<file path="src/rtl/ivl_uvm_ovl_fifo_index_pkg.sv">
// Shared types for the multi-channel FIFO index checker.
//   err_code_e : encoding of the sticky first-error kind
//   MSG_PREFIX : common tag for checker messages
package ivl_uvm_ovl_fifo_index_pkg;
  typedef enum logic [1:0] {
    ERR_NONE      = 2'd0,
    ERR_UNDERFLOW = 2'd1,
    ERR_OVERFLOW  = 2'd2,
    ERR_SIMUL     = 2'd3
  } err_code_e;

  localparam string MSG_PREFIX = "[OVL fifo_index]";
endpackage

</file>
<file path="src/rtl/ivl_uvm_ovl_fifo_index_chan.sv">
// One FIFO occupancy channel: counter, underflow/overflow/simul checks,
// registered fire bits.
//   clock, reset (async high), enable : control
//   push, pop                         : entries pushed/popped this cycle
//   count                             : current occupancy
//   fire_*_d                          : fire bits about to be registered (for arbitration)
//   fire_*                            : registered fire bits
module ivl_uvm_ovl_fifo_index_chan
  import ivl_uvm_ovl_fifo_index_pkg::*;
#(
  parameter int DEPTH                 = 4,
  parameter int PUSH_WIDTH            = 1,
  parameter int POP_WIDTH             = 1,
  parameter int SIMULTANEOUS_PUSH_POP = 1,
  parameter int CNT_W                 = $clog2(DEPTH + 1)
) (
  input  logic                  clock,
  input  logic                  reset,
  input  logic                  enable,
  input  logic [PUSH_WIDTH-1:0] push,
  input  logic [POP_WIDTH-1:0]  pop,
  output logic [CNT_W-1:0]      count,
  output logic                  fire_underflow_d,
  output logic                  fire_overflow_d,
  output logic                  fire_simul_d,
  output logic                  fire_underflow,
  output logic                  fire_overflow,
  output logic                  fire_simul
);
  // Wide enough that n + p - q never wraps when no underflow occurs.
  localparam int AW = CNT_W + ((PUSH_WIDTH > POP_WIDTH) ? PUSH_WIDTH : POP_WIDTH) + 1;
  localparam logic [AW-1:0] DEPTH_A = AW'(DEPTH);

  logic [CNT_W-1:0] count_q, count_d;
  logic             fire_underflow_q, fire_overflow_q, fire_simul_q;
  logic [AW-1:0]    n_a, p_a, q_a, net_a;

  always_comb begin
    n_a              = AW'(count_q);
    p_a              = AW'(push);
    q_a              = AW'(pop);
    // Only meaningful when q <= n; on underflow this value is ignored.
    net_a            = n_a + p_a - q_a;
    count_d          = count_q;
    fire_underflow_d = 1'b0;
    fire_overflow_d  = 1'b0;
    fire_simul_d     = 1'b0;
    if (enable) begin
      fire_underflow_d = (q_a > n_a);
      fire_overflow_d  = !fire_underflow_d && (net_a > DEPTH_A);
      fire_simul_d     = (SIMULTANEOUS_PUSH_POP == 0) && (push != '0) && (pop != '0);
      // Pop is applied first, so an underflow drains to empty before the push lands.
      if (fire_underflow_d)     count_d = (p_a > DEPTH_A) ? CNT_W'(DEPTH) : CNT_W'(p_a);
      else if (fire_overflow_d) count_d = CNT_W'(DEPTH);
      else                      count_d = CNT_W'(net_a);
    end
  end

  always_ff @(posedge clock or posedge reset) begin
    if (reset) begin
      count_q          <= '0;
      fire_underflow_q <= 1'b0;
      fire_overflow_q  <= 1'b0;
      fire_simul_q     <= 1'b0;
    end else begin
      count_q          <= count_d;
      fire_underflow_q <= fire_underflow_d;
      fire_overflow_q  <= fire_overflow_d;
      fire_simul_q     <= fire_simul_d;
    end
  end

  assign count          = count_q;
  assign fire_underflow = fire_underflow_q;
  assign fire_overflow  = fire_overflow_q;
  assign fire_simul     = fire_simul_q;
endmodule

</file>
<file path="src/rtl/ivl_uvm_ovl_fifo_index_mc.sv">
// Multi-channel FIFO index checker: CHANNELS independent occupancy trackers
// plus a sticky record of the first error seen since reset.
//   clock, reset (async high), enable
//   push/pop       : packed per-channel counts, channel c at [c*W +: W]
//   count          : packed per-channel occupancy
//   fire_*         : per-channel registered fire bits
//   error_sticky   : any fire since reset
//   first_err_ch/_code : channel and kind of the first error
module ivl_uvm_ovl_fifo_index_mc
  import ivl_uvm_ovl_fifo_index_pkg::*;
#(
  parameter int  DEPTH                 = 4,
  parameter int  CHANNELS              = 2,
  parameter int  PUSH_WIDTH            = 1,
  parameter int  POP_WIDTH             = 1,
  parameter int  SIMULTANEOUS_PUSH_POP = 1,
  localparam int CNT_W                 = $clog2(DEPTH + 1),
  localparam int CH_W                  = (CHANNELS > 1) ? $clog2(CHANNELS) : 1
) (
  input  logic                           clock,
  input  logic                           reset,
  input  logic                           enable,
  input  logic [CHANNELS*PUSH_WIDTH-1:0] push,
  input  logic [CHANNELS*POP_WIDTH-1:0]  pop,
  output logic [CHANNELS*CNT_W-1:0]      count,
  output logic [CHANNELS-1:0]            fire_underflow,
  output logic [CHANNELS-1:0]            fire_overflow,
  output logic [CHANNELS-1:0]            fire_simul,
  output logic                           error_sticky,
  output logic [CH_W-1:0]                first_err_ch,
  output logic [1:0]                     first_err_code
);
  logic [CHANNELS-1:0] unf_d, ovf_d, sim_d;
  logic                error_sticky_q, error_sticky_d;
  logic [CH_W-1:0]     first_err_ch_q, first_err_ch_d;
  err_code_e           first_err_code_q, first_err_code_d;

  for (genvar g = 0; g < CHANNELS; g++) begin : g_chan
    ivl_uvm_ovl_fifo_index_chan #(
      .DEPTH                 (DEPTH),
      .PUSH_WIDTH            (PUSH_WIDTH),
      .POP_WIDTH             (POP_WIDTH),
      .SIMULTANEOUS_PUSH_POP (SIMULTANEOUS_PUSH_POP),
      .CNT_W                 (CNT_W)
    ) u_chan (
      .clock            (clock),
      .reset            (reset),
      .enable           (enable),
      .push             (push[g*PUSH_WIDTH +: PUSH_WIDTH]),
      .pop              (pop[g*POP_WIDTH +: POP_WIDTH]),
      .count            (count[g*CNT_W +: CNT_W]),
      .fire_underflow_d (unf_d[g]),
      .fire_overflow_d  (ovf_d[g]),
      .fire_simul_d     (sim_d[g]),
      .fire_underflow   (fire_underflow[g]),
      .fire_overflow    (fire_overflow[g]),
      .fire_simul       (fire_simul[g])
    );
  end

  // Arbitrate on the pre-register fires so the record becomes visible in
  // the same cycle as the first fire_* high. Scanning downward lets the
  // lowest firing channel win.
  always_comb begin
    error_sticky_d   = error_sticky_q;
    first_err_ch_d   = first_err_ch_q;
    first_err_code_d = first_err_code_q;
    if (!error_sticky_q && ((|unf_d) || (|ovf_d) || (|sim_d))) begin
      error_sticky_d = 1'b1;
      for (int c = CHANNELS - 1; c >= 0; c--) begin
        if (unf_d[c] || ovf_d[c] || sim_d[c]) begin
          first_err_ch_d   = CH_W'(c);
          first_err_code_d = unf_d[c] ? ERR_UNDERFLOW :
                             ovf_d[c] ? ERR_OVERFLOW  : ERR_SIMUL;
        end
      end
    end
  end

  always_ff @(posedge clock or posedge reset) begin
    if (reset) begin
      error_sticky_q   <= 1'b0;
      first_err_ch_q   <= '0;
      first_err_code_q <= ERR_NONE;
    end else begin
      error_sticky_q   <= error_sticky_d;
      first_err_ch_q   <= first_err_ch_d;
      first_err_code_q <= first_err_code_d;
    end
  end

  assign error_sticky   = error_sticky_q;
  assign first_err_ch   = first_err_ch_q;
  assign first_err_code = first_err_code_q;
endmodule
</file>
<file path="config.mk">
export PLATFORM = sky130hd
export DESIGN_NAME = ivl_uvm_ovl_fifo_index_mc
export DESIGN_NICKNAME = d
export VERILOG_FILES = /design/src/rtl/ivl_uvm_ovl_fifo_index_pkg.sv /design/src/rtl/ivl_uvm_ovl_fifo_index_chan.sv /design/src/rtl/ivl_uvm_ovl_fifo_index_mc.sv
export SDC_FILE = /design/constraint.sdc
export NUM_CORES = 1
export LEC_CHECK = 0
export ABC_AREA = 1
export CORE_MARGIN = 4
export CORE_UTILIZATION = 40
export CTS_BUF_LIST = sky130_fd_sc_hd__clkbuf_4 sky130_fd_sc_hd__clkbuf_8
export DETAILED_ROUTE_END_ITERATION = 8
export GPL_TIMING_DRIVEN = 0
export PLACE_DENSITY_LB_ADDON = 0.15
export SLEW_MARGIN = 40
export SYNTH_ARGS = -nofsm -noshare
export SYNTH_HDL_FRONTEND = slang
export SYNTH_SLANG_ARGS = --single-unit
</file>
<file path="constraint.sdc">
create_clock -name clock -period 4.3 [get_ports clock]
set_clock_uncertainty 0.05 [all_clocks]
set_input_delay 0.43 -clock clock [delete_from_list [all_inputs] [get_ports clock]]
set_output_delay 0.43 -clock clock [all_outputs]
set_load 0.01 [all_outputs]
</file>
==> results of run 1 <==
==> layer usage <==
metal / share of wire (%) / global-route usage [%]
met3: 2.6 / 1.961
met1: 46 / 15.69
met4: 1.0 / 5.825
met2: 50 / 21.92
met5: 0 / 0
==> flip-flops by register name, summed over array words and instances (netlist names) <==
signal / flops
error_sticky: 1
first_err_ch: 1
first_err_code: 2
g_chan.u_chan.count: 6
g_chan.u_chan.fire_overflow: 2
g_chan.u_chan.fire_underflow: 2
==> worst paths after layout <==
check / to / cells after the start
max: first_err_code[1]$_DFFE_PP0P_ / 14
min: g_chan[1].u_chan.count[0]$_DFFE_PP0P_ / 2
max reg2reg: first_err_code[1]$_DFFE_PP0P_ / 13
min reg2reg: first_err_code[0]$_DFFE_PP0P_ / 2
max in group asynchronous: first_err_code[0]$_DFFE_PP0P_ / 2
min in group clock: first_err_code[0]$_DFFE_PP0P_ / 2
==> area by class of cell <==
class                           instances  area (sq um)  share of cell area [%]
Inverter                               30         112.6                   8.531
Sequential cell                        14         350.3                   26.54
Multi-Input combinational cell         82         538.0                   40.76
Timing Repair Buffer                   20         200.2                   15.17
Tap cell                               30         37.54                   2.844
Buffer                                  6         45.04                   3.412
Clock buffer                            4         36.28                   2.749
==> worst max-delay path, stage by stage <==
cell and delay [ns]:
clkdlybuf4s50_1 0.43, ha_1 0.23, ha_1 0.30, inv_1 0.06
ha_1 0.18, inv_1 0.07, o21ai_0 0.09, nand3_2 0.13
nand3_4 0.13, nand2_4 0.07, nand3_2 0.08, nand2_2 0.07
nand2_1 0.07, nand2_1 0.05
==> placed cells by master, fill, tap and decap left out, drive strengths merged <==
| cell type | n |
|---|---|
| o31ai | 4 |
| ha | 10 |
| o21ai | 3 |
| conb | 2 |
| inv | 30 |
| dfrtp | 14 |
| o21bai | 1 |
| o211ai | 1 |
| a22oi | 2 |
| clkbuf | 4 |
| nand2 | 34 |
| nand3 | 17 |
| clkdlybuf4s50 | 20 |
| buf | 6 |
| nand4 | 1 |
| nor2 | 7 |
==> cells by family after synthesis <==
family / after synthesis
adder cells (fa/ha/maj): 10
other: 1
AND/OR/NAND/NOR: 59
AO/OA/AOI/OAI: 11
buffers and inverters: 36
flip-flops: 14
==> power by group through the flow <==
stage	sequential [mW]	clock [mW]	combinational [mW]
floorplan	0.208	0	0.311
global placement	0.204	0	0.441
detailed placement	0.205	0	0.452
CTS	0.203	0.0973	0.455
global route	0.209	0.104	0.507
finish	0.201	0.0928	0.447
==> per-stage QoR <==
stage | instance area [sq um] | hold slack (ns) | setup slack [ns]
after floorplan | 1046 | 0.2692 | 2.354
after global placement | 1284 | 0.4066 | 1.783
after detailed placement | 1284 | 0.4177 | 1.732
after CTS | 1320 | 0.4390 | 2.020
after global routing | 1320 | 0.4627 | 1.816
final | 1320 | 0.4235 | 2.031
==> metrics.md, run 1 <==
| Metric | Value |
|---|---|
| Setup TNS | 0 ns |
| Post-layout min period | ~2.3 ns |
| Fmax | 440.7 MHz |
| CTS root buf | clkbuf_4 |
| Fin. max-slew vios | 0 |
| DP HPWL | 1638 um |
| Post-synthesis simple-gate area fraction | 31.69% |
| GRT Overall Usage | between 10% and 20% |
| Vias after detailed routing | roughly 870 |
| Top_reg_cell synth | dfrtp_1 |
| Placed cells | 182 |
| Antenna-violating nets left | 0 |
| Post_cts resized | 0 |
| Worst-Margin Slew | 0.5042 ns |
| Ys Warns | 0 |
| First-pass DRT Iterations | 5 |
| Worst Hold Class | primary input to async pin |
| Global-route wire length before repair | approximately 3400 um |
| CTS buffer count | 3 |
| Post-synthesis sequential area ratio | 33.61% |
| I/O pin count | 23 |
| Share of the synthesized area in the top cell type | 33.61% |
| Worst skew pair latency | between 0.2 and 0.3 ns |
| Cell internal pwr | 0.4198 mW |
| Clock Sinks | 14 |
| Cts hold-fix bufs | 0 |
| FF+latch count, synth | 14 |
| Leakage | 0.7284 nW |
| Vias in the first global route | 866 |
| Final hold violation count | 0 |
| Final nets | 174 |
| Status | completed |
| Post-Synth Adder-Cell Area | 12.00% |
| Compound-Gate Fraction of Synth Area | 7.203% |
| H-tree Lvls | 1 |
| Syn Inst Count | about 130 |
| Final period utilization | 52.77% |
| Psw | 0.3218 mW |
| Cell area after synthesis | 1042 sq um |
| Largest net degree at the start of global routing | 15 |
| Starting density of the core | roughly 42% |
| Initial drt markers | 25 |
| Critical Path Source | push[0] |
| Die X | 59.05 um |
| Post-synth EDFFs | 0 |
| Max IR drop VDD | between 200 and 300 uV |
| Switching share of power | between 40% and 50% |
| Grt ovf | 0 |
| Reg clk slew, reported paths | roughly 0.080 ns |
| Unique cell type count in the Yosys netlist | 21 |
| Logic pwr share | approximately 60% |
| Ranking of synthesized cells by area | dfrtp_1 34%, ha_1 12%, inv_1 9.4% |
| Post-Syn Area per Cell | slightly below 8 sq um |
| Area delta synth->final | 26.65% |
| Endpoint class of the critical path | register |
| Drt via density | roughly 4.7 |
| Post CTS Setup Buffer Count | 0 |
| FF-to-FF setup slack | 2.21 ns |
| Final cell count without fillers | 186 |
| Worst r2r src | g_chan[0].u_chan.count[0]$_DFFE_PP0P_ |
| Utilization after layout | 53.28% |
| Site Rows | 18 |
| Crit path max fanout | 5 |
| Largest family of logic cells by synthesized area | simple AND/OR/NAND/NOR gates |
| DRC Markers | 0 |
| Layout cells sized above 1 | 19.87% |
| Pwr per Cell Area | around 560 nW/um^2 |
| Clock share of power | between 10% and 20% |
| Antenna cell count | 0 |
| Die area | 3486 sq um |
| Core area | 2477 sq um |
| Die Y | 59.05 um |
| Initial antenna violation count | 0 |
| Worst slew margin | 66.35% |
| GPL Wtd Cong | slightly below 0.8 |
| Post-detailed-route wirelength per cell | 10.24 um |
| IO buf count | 20 |
| CP startpoint kind | primary input |
| Tot Pwr | between 0.7 and 0.8 mW |
| Async SR Flop Fraction | between 90% and 100% |
| Routed WL | ~1900 um |
| Post-Synth XOR/XNOR Area | 0% |
| RSZ-0062 raised after global routing | no |
| CTS tree | done |
| CTS max path bufs | 2 |
| Max-Cap Viols | 0 |
| Fillers | roughly 260 |
| WP data arrival | about 2.4 ns |
| WP data required | 4.42 ns |
| Flop pwr share | about 27% |
| Crit path kind | primary input to register |
| Synth top cells by count | 26 x inv_1, 26 x nand2_1, 14 x dfrtp_1 |
| Post-synth top area cell | dfrtp_1 |
| # setup viols final | 0 |
| Post-synthesis mux area share | 0% |
No activity file was read; power rests on OpenSTA's default activity.
==> inputs of run 2 (changes only) <==
==> constraint.sdc (replaced) <==
create_clock -name clock -period 1.95 [get_ports clock]
set_clock_uncertainty 0.05 [all_clocks]
set_input_delay 0.195 -clock clock [delete_from_list [all_inputs] [get_ports clock]]
set_output_delay 0.195 -clock clock [all_outputs]
set_load 0.01 [all_outputs]
==> run 2 against run 1 <==
Sequential cell count is the same. Non-clock buffer count up 8. Core utilization rose by 9.3 points. Wire length up 19%. Global-route usage rose by 0.86 points. Critical path depth fell by 2. Combinational power grew to 3.1 times the previous value. Worst hold slack got worse by 0.22 ns. Register-to-register slack worse by 2.1 ns. Sequential share of layout area decreased by 3.9 points. Clock-buffer cell count is the same. Critical endpoint is now first_err_code[0]$_DFFE_PP0P_. Highest routed layer unchanged.
==> metrics.md, run 2 (same netlist as run 1, synthesis figures left out) <==
| Metric | Value |
|---|---|
| H-tree Lvls | 1 (unchanged) |
| Worst r2r src | g_chan[1].u_chan.count[0]$_DFFE_PP0P_ |
| Fin. max-slew vios | 0 (unchanged) |
| Final hold violation count | 0 (unchanged) |
| Worst Hold Class | primary input to async pin |
| Worst path max stage delay | 0.42 ns (about the same) |
| Final nets | 182 (+4.6%) |
| Post-detailed-route wirelength per cell | 11.69 um (+14%) |
| Stages on worst setup path | 12 (-2) |
| Worst slew margin | 64.05% (-2.3 points) |
| Antenna-violating nets left | 0 (unchanged) |
| Site Rows | 18 (unchanged) |
| Max IR drop VDD | 786.7 uV (+170%) |
| Starting density of the core | 42.07% (unchanged) |
| Setup TNS | 0 ns (unchanged) |
| IO buf count | 20 (unchanged) |
| Status | completed |
| # setup viols final | 0 (unchanged) |
| Crit path max fanout | 4 (-1) |
| CP startpoint kind | register |
| Crit path buf inv count | 1 (-2) |
| DRC Markers | 0 (unchanged) |
| Grt ovf | 0 (unchanged) |
| Cell internal pwr | 1.168 mW (+180%) |
| Initial antenna violation count | 0 (unchanged) |
| Logic pwr share | 67.9% (+7.6 points) |
| Core area | 2477 sq um (unchanged) |
| Endpoint class of the critical path | register |
| FF-to-FF End | first_err_code[0]$_DFFE_PP0P_ |
| Global-route wire length before repair | 3670 um (+7.2%) |
| Post-layout min period | about 1.9 ns |
| Max-Cap Viols | 0 (unchanged) |
| CTS tree | done |
| Psw | 0.8785 mW (+170%) |
| Reg clk slew, reported paths | 0.09 ns (about the same) |
| Fmax | 532.3 MHz |
| WP data arrival | 1.99 ns (-0.40 ns) |
| Largest net degree at the start of global routing | 15 (unchanged) |
| DP HPWL | 1638 um (unchanged) |
| FF-to-FF setup slack | 0.07 ns (-2.14 ns) |
| Cell depth of the worst flop-to-flop path | 12 (-1) |
| Worst skew pair latency | 0.28 ns (about the same) |
| First-pass DRT Iterations | 4 (-1) |
| Slowest cell on crit path | dfrtp_1 |
| Die X | 59.05 um (unchanged) |
| Crit path top cell by count | ha_4 |
| Most common cell after layout, fill and taps aside | nand2_1 |
| Final period utilization | between 90% and 100% |
| Tot Pwr | 2.046 mW (+180%) |
| Leakage | 0.7891 nW (+8.3%) |
| Commonest non-fill, non-tap cells in the layout | 23 x nand2_1, 20 x inv_1, 20 x clkdlybuf4s50_1 |
| Area delta synth->final | 48.74% |
| Layout cells sized above 1 | 38.41% (+19 points) |
| Antenna cell count | 0 (unchanged) |
| CTS buffer count | 3 (unchanged) |
| CTS root buf | clkbuf_4 |
| WP data required | 2.06 ns (-2.36 ns) |
| GPL Wtd Cong | 0.7831 (unchanged) |
| Max FFs per register | 6 (unchanged) |
| Die area | 3486 sq um (unchanged) |
| Switching share of power | 42.93% (-0.46 points) |
| Pwr per Cell Area | 1320 nW/um^2 (+130%) |
| Clock Sinks | 14 (unchanged) |
| Die Y | 59.05 um (unchanged) |
| Initial drt markers | 27 (+8.0%) |
| Drt via density | 4.660 (about the same) |
| CP Cell Sequence | ha_4 -> inv_2 -> ha_4 -> ha_4 -> nand2_2 -> nand3_2 -> nand3_4 -> nand2_4 -> nand3_4 -> nand2_4 -> nand2_1 -> nand2_1 |
| Flop pwr share | 22.1% (-5.1 points) |
| Vias in the first global route | 922 (+6.5%) |
| Cts hold-fix bufs | 0 (unchanged) |
| CTS max path bufs | 2 (unchanged) |
| Vias after detailed routing | 904 (+4.3%) |
| CP top delay family | adder cells |
| GRT Overall Usage | 13.65% (+0.86 points) |
| Routed WL | 2268 um (+19%) |
| Crit path kind | register to register |
| Worst-Margin Slew | 0.5387 ns (+0.03443 ns) |
| Clock share of power | 10.1% (-2.4 points) |
| I/O pin count | 23 (unchanged) |
run 2: cell count changes in the layout (fill, tap and decap cells not counted), sizes merged:
| cell | previous run | this run |
|---|---|---|
| buf | 6 | 14 |
run 2: worst max-delay path by stage:
stage	start	to	slack (ns)
floorplan	g_chan[0].u_chan.count[0]$_DFFE_PP0P_	first_err_code[0]$_DFFE_PP0P_	0.004
finish	g_chan[1].u_chan.count[0]$_DFFE_PP0P_	first_err_code[0]$_DFFE_PP0P_	0.07
CTS	g_chan[0].u_chan.count[0]$_DFFE_PP0P_	first_err_code[1]$_DFFE_PP0P_	0.003
detailed placement	push[0]	first_err_code[1]$_DFFE_PP0P_	-0.38
global placement	push[0]	first_err_code[0]$_DFFE_PP0P_	-0.33
global route	g_chan[0].u_chan.count[0]$_DFFE_PP0P_	first_err_code[1]$_DFFE_PP0P_	-0.03
run 2: final cells by class:
class / count / area, sq um
Inverter: 30 / 115.1
Sequential cell: 14 / 350.3
Multi-Input combinational cell: 82 / 698.2
Timing Repair Buffer: 28 / 267.8
Fill cell: 223 / 927.1
Buffer: 6 / 45.04
Clock buffer: 4 / 36.28
Tap cell: 30 / 37.54
run 2: per-layer routing:
metal / vias up / global-route usage [%] / part of all wire, %
met5: - / 0 / 0
met4: 0 / 5.825 / 0.84
met3: 2 / 1.961 / 2.5
met2: 15 / 24.45 / 53
met1: 418 / 16.10 / 43
li1: 469 / - / -
run 2: stage by stage:
| stage | setup WS, ns | instance area, sq um | hold slack (ns) | std cells | utilization [%] |
|---|---|---|---|---|---|
| floorplan | 0.004414 | 1046 | 0.03422 | 132 | - |
| global placement | -0.3324 | 1284 | 0.4066 | 182 | 51.82 |
| detailed placement | -0.3825 | 1284 | 0.4177 | 182 | 51.82 |
| CTS | 0.002965 | 1408 | 0.2095 | 190 | 56.82 |
| global route | -0.03292 | 1550 | 0.2393 | 194 | 62.58 |
| finish | 0.07141 | 1550 | 0.2019 | 194 | 62.58 |
run 2: repair_timing:
action,in CTS,in global routing
setup endpoints to repair,6,8
pin swaps,5,16
resized for setup,11,25
setup buffers,4,4
hold endpoints to repair,0,0
run 2: power groups by stage:
stage	registers (mW)	logic, mW	clock network [mW]
after floorplan	0.459	0.685	0
after global placement	0.449	0.972	0
after detailed placement	0.452	0.996	0
after CTS	0.442	1.14	0.214
after global routing	0.467	1.54	0.228
final	0.452	1.39	0.206
run 2: worst register-to-register path, cell delays in order, from the launching register on:
cell	delay [ns]
dfrtp_1	0.42
ha_4	0.28
inv_2	0.04
ha_4	0.16
ha_4	0.24
nand2_2	0.07
nand3_2	0.09
nand3_4	0.09
nand2_4	0.07
nand3_4	0.10
nand2_4	0.06
nand2_1	0.06
nand2_1	0.05
==> inputs of run 3 (changes only) <==
--- a/config.mk
+++ b/config.mk
@@ -6,9 +6,10 @@
 export NUM_CORES = 1
 export LEC_CHECK = 0
 export ABC_AREA = 1
-export CORE_MARGIN = 4
+export CORE_MARGIN = 2
 export CORE_UTILIZATION = 40
 export CTS_BUF_LIST = sky130_fd_sc_hd__clkbuf_4 sky130_fd_sc_hd__clkbuf_8
+export CTS_CLUSTER_DIAMETER = 30
 export DETAILED_ROUTE_END_ITERATION = 8
 export GPL_TIMING_DRIVEN = 0
 export PLACE_DENSITY_LB_ADDON = 0.15
==> run 3 against run 2 <==
Total power down 4.8%. Sequential cell count unchanged. Wire length down 6.7%. Final cell count down 1.0%. Highest routed layer unchanged.
==> metrics.md, run 3 (same netlist as run 1, synthesis figures left out) <==
| Metric | Value |
|---|---|
| Cell depth of the worst flop-to-flop path | 13 (+1) |
| DRC Markers | 0 (unchanged) |
| Max FFs per register | 6 (unchanged) |
| CTS buffer count | 3 (unchanged) |
| Clock Sinks | 14 (unchanged) |
| GRT Overall Usage | 15.05% (+1.4 points) |
| I/O pin count | 23 (unchanged) |
| Setup TNS | 0 ns (unchanged) |
| Endpoint class of the critical path | register |
| Most common cell after layout, fill and taps aside | nand2_1 |
| Fmax | 534.7 MHz (+0.44%) |
| WP data required | 2.11 ns (+0.05 ns) |
| Die Y | 55.05 um (-6.8%) |
| Final Cell Area | 1506 sq um (-2.8%) |
| Grt ovf | 0 (unchanged) |
| Antenna-violating nets left | 0 (unchanged) |
| Core area | 2477 sq um (unchanged) |
| Global-route wire length before repair | 3284 um (-11%) |
| Cts hold-fix bufs | 0 (unchanged) |
| Routed WL | 2117 um (-6.7%) |
| Site Rows | 18 (unchanged) |
| Crit path max fanout | 5 (+1) |
| Initial drt markers | 8 (-70%) |
| Post-layout min period | 1.870 ns (-0.008235 ns) |
| Sequential Area | 350.3 sq um (unchanged) |
| Max-Cap Viols | 0 (unchanged) |
| Vias after detailed routing | 885 (-2.1%) |
| Switching share of power | 43.29% (+0.36 points) |
| Post-detailed-route wirelength per cell | 11.03 um (-5.7%) |
| Logic pwr share | 68.9% (+1.0 points) |
| Flop pwr share | 23.1% (+1.0 points) |
| Die area | 3030 sq um (-13%) |
| Critical Path Source | g_chan[0].u_chan.count[0]$_DFFE_PP0P_ |
| Initial antenna violation count | 0 (unchanged) |
| First-pass DRT Iterations | 4 (unchanged) |
| Clock share of power | 8.0% (-2.1 points) |
| Die X | 55.05 um (-6.8%) |
| Final nets | 181 (-0.55%) |
| Worst slew margin | 66.14% (+2.1 points) |
| Cell internal pwr | 1.105 mW (-5.4%) |
| Commonest non-fill, non-tap cells in the layout | 23 x nand2_1, 21 x inv_1, 20 x clkdlybuf4s50_1 |
| CTS max path bufs | 2 (unchanged) |
| Multi-input logic area | 683.2 sq um (-2.2%) |
| Starting density of the core | 42.07% (unchanged) |
| Vias in the first global route | 833 (-9.7%) |
| Fillers | 220 (-1.3%) |
| FF-to-FF End | first_err_code[1]$_DFFE_PP0P_ |
| Final period utilization | 95.92% (-0.42 points) |
| Antenna cell count | 0 (unchanged) |
| Largest net degree at the start of global routing | 15 (unchanged) |
| Area delta synth->final | 44.54% |
| Crit path kind | register to register |
| Reg clk slew, reported paths | 0.08 ns (about the same) |
| Leakage | 0.7651 nW (-3.0%) |
| Pwr per Cell Area | 1294 nW/um^2 (-2.0%) |
| DP HPWL | 1527 um (-6.7%) |
| Worst Hold Class | primary input to async pin |
| GPL Wtd Cong | 0.7697 (-1.7%) |
| Worst r2r src | g_chan[0].u_chan.count[0]$_DFFE_PP0P_ |
| # setup viols final | 0 (unchanged) |
| Worst skew pair latency | 0.27 ns (about the same) |
| Final hold violation count | 0 (unchanged) |
| Worst-Margin Slew | 0.5073 ns (-0.03132 ns) |
| DP Area | 1284 sq um (unchanged) |
| WP data arrival | 2.03 ns (+0.04 ns) |
| IO buf count | 20 (unchanged) |
| CP startpoint kind | register |
| CTS root buf | clkbuf_4 |
| Psw | 0.8436 mW (-4.0%) |
| CTS tree | done |
| Status | completed |
| H-tree Lvls | 1 (unchanged) |
| Max IR drop VDD | 882.7 uV (+12%) |
| FF-to-FF setup slack | 0.08 ns (about the same) |
| Drt via density | 4.609 (-1.1%) |
| Layout cells sized above 1 | 37.04% (-1.4 points) |
| Fin. max-slew vios | 0 (unchanged) |
run 3: changes by cell type in the layout (fill, tap and decap cells not counted), sizes merged:
cell	change
buf	-1
clkbuf	-1
run 3: final cells by class:
cell class,count,share of cell area [%]
Sequential cell,14,23.26
Inverter,30,7.641
Multi-Input combinational cell,82,45.35
Timing Repair Buffer,27,16.78
Clock buffer,3,1.495
Tap cell,30,2.492
Buffer,6,2.990
run 3: power groups by stage:
stage | Combinational (mW) | Sequential, mW | Clock, mW
floorplan | 0.685 | 0.459 | 0
CTS | 1.14 | 0.443 | 0.162
finish | 1.34 | 0.450 | 0.157
detailed placement | 0.985 | 0.454 | 0
global route | 1.49 | 0.462 | 0.175
global placement | 0.970 | 0.450 | 0
run 3: repair_timing:
action | 4_1_cts | 5_1_grt
pin swaps | 6 | 9
setup endpoints to repair | 6 | 5
buffers inserted | 3 | 4
gates resized for setup | 11 | 20
run 3: worst max-delay path by stage:
stage / cells after the start / slack [ns] / endpoint
4_1_cts: 13 / 0.01 / first_err_ch$_DFFE_PP0P_
5_1_grt: 14 / -0.03 / first_err_code[0]$_DFFE_PP0P_
2_1_floorplan: 12 / 0.004 / first_err_code[0]$_DFFE_PP0P_
6_report: 13 / 0.08 / first_err_code[1]$_DFFE_PP0P_
3_5_place_dp: 14 / -0.36 / first_err_ch$_DFFE_PP0P_
3_3_place_gp: 14 / -0.33 / first_err_code[0]$_DFFE_PP0P_
run 3: critical path, stage by stage, from the launching register on:
cell and delay, ns:
dfrtp_1 0.42, ha_4 0.19, ha_4 0.27, inv_2 0.04, ha_4 0.16, inv_4 0.07
nand3_4 0.06, nand3_2 0.09, nand3_4 0.08, nand2_4 0.10, nand3_2 0.08, nand2_2 0.09
nand2_1 0.06, nand2_1 0.05
run 3: stage by stage:
step	total power, mW	utilization (%)	hold slack, ns	setup WS, ns	cells
3_3_place_gp	1.420	51.82	0.4066	-0.3322	182
2_1_floorplan	1.144	-	0.03422	0.004414	132
6_report	1.949	60.81	0.1971	0.07964	192
3_5_place_dp	1.439	51.82	0.4121	-0.3563	182
4_1_cts	1.743	56.36	0.2209	0.01066	188
5_1_grt	2.127	60.81	0.2817	-0.02684	192
run 3: routing by layer:
layer | GRT usage [%] | vias to the layer above | wire (um)
met1 | 19.57 | 405 | 952
met2 | 25.40 | 12 | 1109
met3 | 1.613 | 2 | 36
met4 | 6.098 | 0 | 19
met5 | 0 | - | 0
li1 | - | 466 | -
